File: src/rtl/rd_stream_adapter_pkg.sv
// Shared definitions for the FIFO read-side stream adapter: state encoding,
// default widths and the burst-index wrap helper.
package rd_stream_adapter_pkg;

   localparam int unsigned FIFO_DATA_W    = 8;
   localparam int unsigned FIFO_BURST_LEN = 4;
   localparam int unsigned BEAT_CNT_W     = 16;
   localparam int unsigned BURST_IDX_W    = 8;
   localparam int unsigned OCC_W          = 2;

   typedef enum logic [1:0] {
      IDLE   = 2'd0,
      ACTIVE = 2'd1,
      DRAIN  = 2'd2
   } rd_state_e;

   // Successor of a burst index, returning to zero after the final beat.
   function automatic logic [BURST_IDX_W-1:0] burst_idx_next(
      input logic [BURST_IDX_W-1:0] idx,
      input logic [BURST_IDX_W-1:0] last_idx
   );
      return (idx == last_idx) ? '0 : idx + BURST_IDX_W'(1);
   endfunction

endpackage

File: src/rtl/rd_stream_adapter_skid.sv
// Two-entry in-order output buffer; head_o always shows the oldest entry.
module skid_buf2
   import rd_stream_adapter_pkg::*;
#(
   parameter int unsigned DATA_W = FIFO_DATA_W
) (
   input  logic              clk_i,
   input  logic              rst_i,
   input  logic              push_i,
   input  logic [DATA_W-1:0] push_data_i,
   input  logic              pop_i,
   output logic [DATA_W-1:0] head_o,
   output logic [OCC_W-1:0]  occ_o
);

   logic [DATA_W-1:0] ent0_q, ent0_d;
   logic [DATA_W-1:0] ent1_q, ent1_d;
   logic [OCC_W-1:0]  occ_q, occ_d;
   logic              push_ok;
   logic              pop_ok;

   always_comb begin
      pop_ok  = pop_i && (occ_q != '0);
      // A full buffer only takes a word when the head leaves in the same cycle.
      push_ok = push_i && ((occ_q != OCC_W'(2)) || pop_ok);
      ent0_d  = ent0_q;
      ent1_d  = ent1_q;
      occ_d   = occ_q;
      case ({push_ok, pop_ok})
         2'b10: begin
            if (occ_q == '0) ent0_d = push_data_i;
            else             ent1_d = push_data_i;
            occ_d = occ_q + OCC_W'(1);
         end
         2'b01: begin
            ent0_d = ent1_q;
            occ_d  = occ_q - OCC_W'(1);
         end
         2'b11: begin
            if (occ_q == OCC_W'(1)) begin
               ent0_d = push_data_i;
            end else begin
               ent0_d = ent1_q;
               ent1_d = push_data_i;
            end
         end
         default: ;
      endcase
   end

   always_ff @(posedge clk_i) begin
      if (rst_i) begin
         ent0_q <= '0;
         ent1_q <= '0;
         occ_q  <= '0;
      end else begin
         ent0_q <= ent0_d;
         ent1_q <= ent1_d;
         occ_q  <= occ_d;
      end
   end

   assign head_o = ent0_q;
   assign occ_o  = occ_q;

endmodule

File: src/rtl/rd_stream_adapter.sv
// Drains a fixed-latency FIFO read port into a valid/ready stream with
// burst framing (m_last) and a wrapping accepted-beat counter.
module rd_stream_adapter
   import rd_stream_adapter_pkg::*;
#(
   parameter int unsigned DATA_W    = FIFO_DATA_W,
   parameter int unsigned BURST_LEN = FIFO_BURST_LEN
) (
   input  logic                  r_clk,
   input  logic                  rrst,
   input  logic                  en,
   input  logic                  fifo_empty,
   input  logic [DATA_W-1:0]     data_out,
   output logic                  rd_req,
   output logic [DATA_W-1:0]     m_data,
   output logic                  m_valid,
   input  logic                  m_ready,
   output logic                  m_last,
   output logic                  busy,
   output logic [BEAT_CNT_W-1:0] beat_cnt
);

   localparam logic [BURST_IDX_W-1:0] LAST_IDX = BURST_IDX_W'(BURST_LEN - 1);

   rd_state_e               state_q, state_d;
   logic                    inflight_q, inflight_d;
   logic [BURST_IDX_W-1:0]  burst_idx_q, burst_idx_d;
   logic [BEAT_CNT_W-1:0]   beat_cnt_q, beat_cnt_d;
   logic [OCC_W-1:0]        occ;
   logic [OCC_W-1:0]        pending;
   logic                    xfer;

   skid_buf2 #(.DATA_W(DATA_W)) u_buf (
      .clk_i       (r_clk),
      .rst_i       (rrst),
      .push_i      (inflight_q),
      .push_data_i (data_out),
      .pop_i       (xfer),
      .head_o      (m_data),
      .occ_o       (occ)
   );

   // Words already owned by the adapter: buffered plus the one on its way back.
   assign pending = occ + OCC_W'(inflight_q);
   assign m_valid = (occ != '0);
   assign xfer    = m_valid && m_ready;
   assign rd_req  = (state_q == ACTIVE) && !fifo_empty && (pending < OCC_W'(2));
   assign m_last  = m_valid && (burst_idx_q == LAST_IDX);
   assign busy    = (state_q != IDLE);
   assign beat_cnt = beat_cnt_q;

   always_comb begin
      state_d = state_q;
      case (state_q)
         IDLE:    if (en) state_d = ACTIVE;
         ACTIVE:  if (!en) state_d = DRAIN;
         DRAIN: begin
            if (en)                                state_d = ACTIVE;
            else if ((occ == '0) && !inflight_q)   state_d = IDLE;
         end
         default: state_d = IDLE;
      endcase
   end

   always_comb begin
      inflight_d  = rd_req;
      burst_idx_d = xfer ? burst_idx_next(burst_idx_q, LAST_IDX) : burst_idx_q;
      beat_cnt_d  = beat_cnt_q + BEAT_CNT_W'(xfer);
   end

   // Clearing inflight_q on reset drops a read whose data is still returning.
   always_ff @(posedge r_clk) begin
      if (rrst) begin
         state_q     <= IDLE;
         inflight_q  <= 1'b0;
         burst_idx_q <= '0;
         beat_cnt_q  <= '0;
      end else begin
         state_q     <= state_d;
         inflight_q  <= inflight_d;
         burst_idx_q <= burst_idx_d;
         beat_cnt_q  <= beat_cnt_d;
      end
   end

endmodule

File: config.mk
export PLATFORM = sky130hd
export DESIGN_NAME = rd_stream_adapter
export DESIGN_NICKNAME = d
export VERILOG_FILES = /design/src/rtl/rd_stream_adapter_pkg.sv /design/src/rtl/rd_stream_adapter_skid.sv /design/src/rtl/rd_stream_adapter.sv
export SDC_FILE = /design/constraint.sdc
export NUM_CORES = 1
export LEC_CHECK = 0
export CELL_PAD_IN_SITES_DETAIL_PLACEMENT = 1
export CELL_PAD_IN_SITES_GLOBAL_PLACEMENT = 1
export CORE_UTILIZATION = 25
export CTS_CLUSTER_SIZE = 30
export DETAILED_ROUTE_END_ITERATION = 8
export HOLD_SLACK_MARGIN = 0.03
export PLACE_DENSITY_LB_ADDON = 0.25
export SYNTH_ARGS = -nofsm -noshare
export SYNTH_HDL_FRONTEND = slang
export SYNTH_HIERARCHICAL = 1
export SYNTH_SLANG_ARGS = --single-unit
File: constraint.sdc
create_clock -name r_clk -period 3.1 [get_ports r_clk]
set_input_delay 0.93 -clock r_clk [delete_from_list [all_inputs] [get_ports r_clk]]
set_output_delay 0.93 -clock r_clk [all_outputs]
set_load 0.01 [all_outputs]
==> results.yml <==
route:
  wl_per_cell_microns: 13.3
  drc: 0
  via_per_inst: 4.82
  vias: 1872
  first_pass_iters: 4
  routed_wl_microns: 5170
  first_iter_violations: 41
  ant_nets: 0
worst_hold_path:
  hold_path_depth: 1
  whs_endpoint: "state_q[0]"
  hold_class: "reg2reg"
  min_from: "state_q[1]"
cts:
  cts.path.max_buffers: 2
  clock_latency_ns: 0.30
  cts_sinks: 45
  cts.repair.resized: 0
  cts_tree: "built"
  clk_pin_slew_worst_paths_ns: 0.08
  post_cts_buffers: 0
  htree_levels: 2
  numCtsBuffers: 5
  root_buffer: "clkbuf_8"
  hold_buffers: 0
floorplanning:
  die_x_microns: 94.2
  num_rows: 33
  start_util: 0.259
  core_area_sq_um: 8220
  pin_count: 41
  fp.dieH_microns: 94.2
  die_area_sq_um: 8880
yosys:
  ys_warn_count: 6
  yosys.area_share.adder: 0.0412
  synth_seq_area_share: 0.424
  synth_top_family_by_area: "simple AND/OR/NAND/NOR gates"
  postSynthAreaPerCell_sq_um: 9.01
  yosys.area_share.simple: 0.256
  synth_edf_count: 0
  synth-compound-area-share: 0.134
  ys_types: 40
  synth_area_leaders: "dfxtp_1 (42%), mux2i_1 (5.2%), nor2_1 (5.1%)"
  synthesis.area_sq_um: 2130
  async_flop_share: 0
  muxShareOfSynthArea: 0.0782
  ys.flop_type: "dfxtp_1"
  synth_cells: 236
  yosys.area.top_type: "dfxtp_1"
  ys_seq_elements: 45
  yosysTopAreaCellShare: 0.424
  synth_nets: 256
  synth_xor_area_frac: 0.0288
timing:
  layout_setup_ws_ns: 0.0677
  max_freq_ghz: 0.330
  tns_ns: 0
  tightest_slew_ns: 0.522
  finalSetupViolCount: 0
  hold_slack_ns: 0.481
  skew_ns: 0.00854
  rsz0062_at_grt: "false"
  max_slew_margin: 0.651
  maxSlewViolCount: 0
  period_share: 0.978
  fin_crit_ns: 3.03
  hold_viol: 0
placement:
  place_congestion: 0.764
  hpwl_microns: 3790
  port_buffers: 40
  dp_slack_ns: 0.0640
pwr:
  power_density_nw_per_um2: 407
  leakage_nw: 1.03
  ir_drop_mv: 0.185
critical_path:
  path_class: "in2out"
  rr_worst_depth: 6
  worstReg2RegEnd: "u_buf/ent1_q[3]"
  end_kind: "primary output"
  critPathRequiredTime_ns: 2.17
  cp-start-kind: "primary input"
  reg2reg_from: "u_buf/occ_o[0]"
  arrival_ns: 2.10
  reg2reg_slack_ns: 1.02
  cp_max_fo: 2
grt:
  grt_pass1_vias: 1798
  grt_max_degree: 17
  grt_pass1_wl_microns: 8670
  gr-total-overflow: 0
  track_usage: 0.125
  antenna_found_initial: 0
finish:
  final_util: 0.339
  final_common_cell: "dfxtp_1"
  mostFrequentLayoutCells: "dfxtp_1 (45), clkdlybuf4s50_1 (40), nor2_1 (29)"
  layout-drive-gt1-share: 0.102
  nNetsFinal: 303
  n_antenna_cell: 0
  syn2layout_area_growth_pct: 30.8
  fill_cells: 945
run:
  max-cap-violations: 0
status:
  status: "completed"
## how the worst max path moves through the flow
stage | startpoint | end | slack [ns] | cells after the start
floorplan | m_ready | beat_cnt[14] | 0.59 | 6
global placement | fifo_empty | rd_req | 0.08 | 3
detailed placement | m_ready | beat_cnt[14] | 0.06 | 7
CTS | fifo_empty | rd_req | 0.05 | 3
global route | fifo_empty | rd_req | 0.009 | 3
finish | fifo_empty | rd_req | 0.07 | 3
## registers in the layout (all words and copies together), names as in the netlist
name          count
beat_cnt         16
burst_idx_q       8
u_buf/ent1_q      8
u_buf/head_o      8
state_q           2
u_buf/occ_o       2
inflight_q        1
## worst max-delay path, stage by stage
cell,delay [ns]
clkdlybuf4s50_1,0.42
nor3_1,0.19
clkdlybuf4s50_1,0.56
## layer usage
metal,GRT usage,wire (microns),share of wire
met4,0.0423,70,0.014
met5,0,0,0
met1,0.156,2490,0.48
met3,0.0291,141,0.027
met2,0.211,2460,0.48
## through the flow
step	std cells	area (sq um)	power [W]
global route	388	2780	0.00119
global placement	381	2670	0.000705
finish	388	2780	0.00113
CTS	388	2780	0.00115
detailed placement	381	2670	0.000706
floorplan	236	2130	0.000654
## cell usage after synthesis, drive strengths merged (5+ instances only)
cell type,count
dfxtp,45
nor2,29
nand2,18
nand3,17
a21oi,12
mux2i,11
a311oi,9
nor2b,9
o21ai,9
or3,8
ha,7
inv,7
buf,6
mux2,5
nor4,5
o31ai,5
or4,5
## power breakdown
part	switching (W)	total, W	internal [W]
Combinational	0.0000446	0.0000940	0.0000494
Sequential	0.00000899	0.000597	0.000588
Clock	0.000207	0.000441	0.000235
Total	0.000260	0.00113	0.000872
## final cells by class
type                    instances  area (sq um)  share of cell area
multi-input cells             175          1150               0.414
flip-flops and latches         45           901               0.324
repair buffers                 49           468               0.168
well taps                     105           131              0.0472
clock buffers                   5          68.8              0.0247
clock inverters                 2          35.0              0.0126
inverters                       7          26.3             0.00945
## logic make-up after synthesis
kind of cell / Yosys count
buf+inv: 16
xor+xnor: 7
fa+ha+maj: 7
simple gates: 102
mux: 16
flops: 45
compound gates: 43
No activity file was read; power rests on OpenSTA's default activity.
==> RTL change 1 (same settings) <==
Re-encode `rd_state_e` (3 states) as one-hot, 3 bits wide.
--- a/src/rtl/rd_stream_adapter_pkg.sv
+++ b/src/rtl/rd_stream_adapter_pkg.sv
@@ -10,6 +10,6 @@
 
-   typedef enum logic [1:0] {
-      IDLE   = 2'd0,
-      ACTIVE = 2'd1,
-      DRAIN  = 2'd2
+   typedef enum logic [2:0] {
+      IDLE   = 3'b001,
+      ACTIVE = 3'b010,
+      DRAIN  = 3'b100
    } rd_state_e;
Check against the original RTL: same outputs for any inputs over 10 cycles, from zero or initial values and one cycle with rrst high; not proved beyond that.
==> RTL change 1 against the unedited design <==
- first-iteration DRC count fell by 49%
- critical endpoint unchanged
- clock skew down 0.0014 ns
- largest power group unchanged
- synthesized area down 0.12%
- routed wire length shrank 3.1%
- critical path type unchanged
- design area fell by 0.54%
- sequential cell count up 1
- power fell by 1.7%
- setup slack lost 0.00094 ns
==> RTL change 1: results (changes against the unedited design) <==
- Antenna cells: 0 (unchanged)
- Rel. slew slack: 0.698 (+0.0472)
- Crit-path slowest cell: clkdlybuf4s50_1
- Routed wl met3: 159 um (+13%)
- Hold path cells: 2 (+1)
- Max stage delay on crit path: 0.56 ns (about the same)
- Uppermost layer routed: met4
- DRC viols: 0 (unchanged)
- Post-synthesis mux area share: 0.0695 (-0.00874)
- Via/cell ratio: 4.63 (-4.0%)
- CP max FO: 2 (unchanged)
- Fillers: 962 (+1.8%)
- Post-synthesis area per instance: 9.08 sq um (+0.74%)
- Top post-synthesis cells by count: dfxtp_1 (46), nor2_1 (40), nand2_1 (20)
- Register area share after synthesis: 0.433 (+0.00992)
- Total GRT Usage: 0.126 (+0.000149)
- Placed cells: 376 (-1.3%)
- Leakage power total: 0.00100 uW (-2.8%)
- Worst vdd ir: 0.153 mV (-17%)
- Initial DRC Count: 21 (-49%)
- Syn_nets: 253 (-1.2%)
- GPL Wtd Cong: 0.743 (-2.8%)
- M1 WL: 2480 um (-0.52%)
- Nets@finish: 297 (-2.0%)
- Root buf cell: clkbuf_8
- Fin Clk Skew: 0.00717 ns (-0.00137 ns)
- Synth area leaders: dfxtp_1 (43%), nor2_1 (7.1%), xnor2_1 (6.2%), mux2i_1 (5.2%), a311oi_1 (3.7%)
- Largest net degree at the start of global routing: 22 (+5)
- PortBufs: 40 (unchanged)
- Number of H-tree levels: 2 (unchanged)
- DR WL/cell: 13.0 um (-2.1%)
- Clock transition at path regs: around 0.090 ns
- Reg-to-reg endpoint: u_buf/ent1_q[0]
- XOR/XNOR Fraction of Synth Area: 0.0783 (+0.0495)
- Status: finished clean
- Total length of routed wires: 5010 um (-3.1%)
- TritonCTS Buffers: 5 (unchanged)
- Global-route wire length before repair: 8760 um (+1.0%)
- Initial antenna violation count: 0 (unchanged)
- Primary FF master, synth: dfxtp_1
- Detail Placement HPWL: 3620 um (-4.6%)
- Hold_ws: 0.499 ns (+0.0177 ns)
- Crit path DAT: 2.10 ns (about the same)
- Compound-cell area share of the yosys netlist: 0.0878 (-0.0464)
- Hold endpoint: u_buf/head_o[5]
- Critical R2R Launch: u_buf/occ_o[0]
- Hold Path Origin: u_buf/ent1_q[5]
- R2r setup slk: 1.10 ns (+0.08 ns)
- Vias in the first global route: 1810 (+0.67%)
- Metal2 WL: 2320 um (-6.0%)
- Worst r2r path cells: 6 (unchanged)
- Unique masters post-synth: 39 (-2.5%)
- Synth Area in Adders: 0.0353 (-0.00584)
- Layout cell share with drive strength beyond 1: 0.0968 (-0.00570)
## RTL change 1: worst max path at each step
stage | from | end | cells after the start
floorplan | m_ready | beat_cnt[14] | 8
global placement | fifo_empty | rd_req | 3
detailed placement | fifo_empty | rd_req | 3
CTS | fifo_empty | rd_req | 3
global route | fifo_empty | rd_req | 3
finish | fifo_empty | rd_req | 3
## RTL change 1: final cells by class
class                           instances  area share
Multi-Input combinational cell        174       0.411
Tap cell                              105      0.0475
Clock buffer                            5      0.0249
Inverter                                5     0.00678
Sequential cell                        46       0.333
Timing Repair Buffer                   46       0.161
Clock inverter                          3      0.0158
## RTL change 1: where the power goes
part,switching (uW),internal (uW),leakage (uW)
Sequential,4.19,594,0.000371
Combinational,25.8,30.6,0.000571
Clock,216,242,0.0000585
Total,246,867,0.00100
## RTL change 1: logic make-up after synthesis
family	count (synthesis)
buffers and inverters	14
DFF	46
muxes	14
AOI/OAI and AO/OA	27
and+or+nand+nor	108
xor gates and xnor gates	19
adders and majority gates	6
## RTL change 1: worst reg2reg max path, delay by kind of cell (launching register included)
kind                       cells  cell delay (ns)
adders and majority gates      1             0.26
buffers and inverters          1             0.12
DFF                            1             0.42
muxes                          2             0.51
and+or+nand+nor                2             0.58
## RTL change 1: routing by layer
metal	GRT usage	vias to the layer above
li1	-	900
met1	0.169	846
met2	0.199	26
met3	0.0283	7
met4	0.0346	0
met5	0	-
## RTL change 1: per-stage QoR
| step | utilization | total power (uW) | setup WS [ns] | area (sq um) |
|---|---|---|---|---|
| floorplan | - | 636 | 0.657 | 2120 |
| global placement | 0.323 | 669 | 0.0800 | 2650 |
| detailed placement | 0.323 | 669 | 0.0712 | 2650 |
| CTS | 0.337 | 1130 | 0.0657 | 2770 |
| global route | 0.337 | 1160 | 0.0147 | 2770 |
| finish | 0.337 | 1110 | 0.0667 | 2770 |
==> RTL change 2 (same settings) <==
Made on the original files. The package constant `BEAT_CNT_W` goes from 16 to 18.
--- a/src/rtl/rd_stream_adapter_pkg.sv
+++ b/src/rtl/rd_stream_adapter_pkg.sv
@@ -6,3 +6,3 @@
    localparam int unsigned FIFO_BURST_LEN = 4;
-   localparam int unsigned BEAT_CNT_W     = 16;
+   localparam int unsigned BEAT_CNT_W     = 18;
    localparam int unsigned BURST_IDX_W    = 8;
Interface: changed (resized beat_cnt); port bits go from 41 to 43. The function was not compared with the original's and may differ.
==> RTL change 2 against the unedited design <==
- setup slack better by 0.22 ns
- combinational power decreased by 3.0%
- synthesized cell count is 0.85% lower
- routed wire length shrank 1.5%
- power decreased by 1.2%
- synthesized area shrank 0.12%
- sequential cell count increased by 2
- worst hold slack better by 0.0031 ns
- design area shrank 0.50%
- critical path type is now flip-flop to output pin
- largest power group unchanged
- highest routed layer unchanged
==> RTL change 2: results (changes against the unedited design) <==
- TritonCTS Buffers: 5 (unchanged)
- Tmin final: 2.81 ns (-0.220 ns)
- Synth Area in Adders: 0.0353 (-0.00584)
- Pint: 864 uW (-0.85%)
- Detail Placement HPWL: 3590 um (-5.4%)
- GPL Wtd Cong: 0.692 (-9.4%)
- Crit path DAT: 1.88 ns (-0.22 ns)
- Reg-to-reg endpoint: u_buf/ent1_q[6]
- Total length of routed wires: 5090 um (-1.5%)
- GR Util met1: 0.145 (-0.0106)
- Total GRT Usage: 0.123 (-0.00203)
- Fin Clk Skew: 0.00707 ns (-0.00147 ns)
- R2r setup slk: 1.09 ns (+0.07 ns)
- Synth-to-Final Area Change: 30.3%
- Setup bufs post-CTS: 0 (unchanged)
- Syn_nets: 253 (-1.2%)
- Rel. slew slack: 0.671 (+0.0198)
- Leakage power total: 0.00104 uW (+1.1%)
- Max reg flops: 18 (+2)
- Post-synthesis area per instance: 9.08 sq um (+0.74%)
- Crit path launch: burst_idx_q[0]
- Critical R2R Launch: u_buf/occ_o[1]
- Status: finished clean
- Synth warnings: 6 (unchanged)
- Top post-synthesis cells by count: dfxtp_1 (47), nor2_1 (37), nand2_1 (18)
- Largest net degree at the start of global routing: 39 (+22)
- Global-route wire length before repair: 8450 um (-2.5%)
- Compound-cell area share of the yosys netlist: 0.0948 (-0.0393)
- Total congestion overflow: 0 (unchanged)
- Nets@finish: 298 (-1.7%)
- GRT met3 Usage: 0.0332 (+0.00405)
- Pre-CTS WS: 0.0206 ns (-0.0434 ns)
- Register area share after synthesis: 0.443 (+0.0193)
- XOR/XNOR Fraction of Synth Area: 0.0783 (+0.0495)
- Initial DRC Count: 51 (+24%)
- Total number of vias: 1801 (-3.8%)
- Worst r2r path cells: 6 (unchanged)
- Met2 usage: 0.217 (+0.00664)
- Hold Path Origin: beat_cnt[17]
- CP max FO: 4 (+2)
- Unique masters post-synth: 39 (-2.5%)
- Fillers: 958 (+1.4%)
- Layout cell share with drive strength beyond 1: 0.0821 (-0.0203)
- Initial DRT Pass Iterations: 4 (unchanged)
- Cell Area, Placed: 2660 sq um (-0.47%)
- Setup crit end: m_last
- Worst vdd ir: 0.135 mV (-27%)
- Cell taking the most area after synthesis: dfxtp_1
- Synth area leaders: dfxtp_1 (44%), nor2_1 (6.5%), xor2_1 (4.9%), mux2i_1 (4.7%), a311oi_1 (3.7%)
- DR WL/cell: 13.2 um (-0.70%)
- Placed cells: 377 (-1.0%)
- Post-synthesis mux area share: 0.0524 (-0.0258)
- PortBufs: 42 (+5.0%)
- Number of H-tree levels: 2 (unchanged)
- Antenna cells: 0 (unchanged)
## RTL change 2: cell types whose count changed after synthesis, sizes merged, moves of 3 or more
cell and change:
a21oi -5, and3 +3, mux2 -4, nand4 +5, nor2 +8, nor2b -3, nor4 -5, o21ai -4
or3 -5, xnor2 +3, xor2 +9
## RTL change 2: worst min-delay path by stage
stage / end / slack [ns] / cells after the start
after floorplan: state_q[0] / 0.43 / 1
after global placement: state_q[0] / 0.46 / 1
after detailed placement: state_q[0] / 0.48 / 1
after CTS: u_buf/head_o[3] / 0.49 / 2
after global routing: beat_cnt[17] / 0.50 / 2
final: beat_cnt[17] / 0.48 / 2
## RTL change 2: stage by stage
stage	hold WS (ns)	power, uW
after detailed placement	0.481	729
after global placement	0.457	727
after CTS	0.494	1140
after global routing	0.504	1170
final	0.484	1120
after floorplan	0.431	679
## RTL change 2: cell type report
class,instances,share of cell area
Inverter,6,0.00814
Tap cell,105,0.0475
Clock buffer,8,0.0362
Multi-Input combinational cell,172,0.402
Sequential cell,47,0.340
Timing Repair Buffer,47,0.166
## RTL change 2: critical path: stages (launching register included)
cell	delay (ns)
dfxtp_1	0.38
ha_1	0.24
nor4b_2	0.25
and3_1	0.19
clkdlybuf4s50_1	0.52
## RTL change 2: cell families (layout without fill, tap and decap cells)
family / Yosys count / after routing
xor+xnor: 19 / 19
fa+ha+maj: 6 / 6
mux: 11 / 11
buf+inv: 15 / 61
simple gates: 107 / 107
flops: 47 / 47
compound gates: 29 / 29
## RTL change 2: metal layers
metal | routed length (um) | share of wire
met2 | 2530 | 0.50
met5 | 0 | 0
met4 | 62 | 0.012
met3 | 196 | 0.039
met1 | 2300 | 0.45
## RTL change 2: what timing repair did
action | 4_1_cts | 5_1_grt
endpoints found under the setup margin | 0 | 2
endpoints found under the hold margin | 0 | 0
resized for setup | 0 | 2
## RTL change 2: power by group through the flow
stage	clock, uW	combinational [uW]	sequential [uW]
5_1_grt	447	102	623
4_1_cts	426	93.4	622
3_5_place_dp	0	93.0	636
3_3_place_gp	0	91.7	636
2_1_floorplan	0	42.6	636
6_report	406	91.2	621
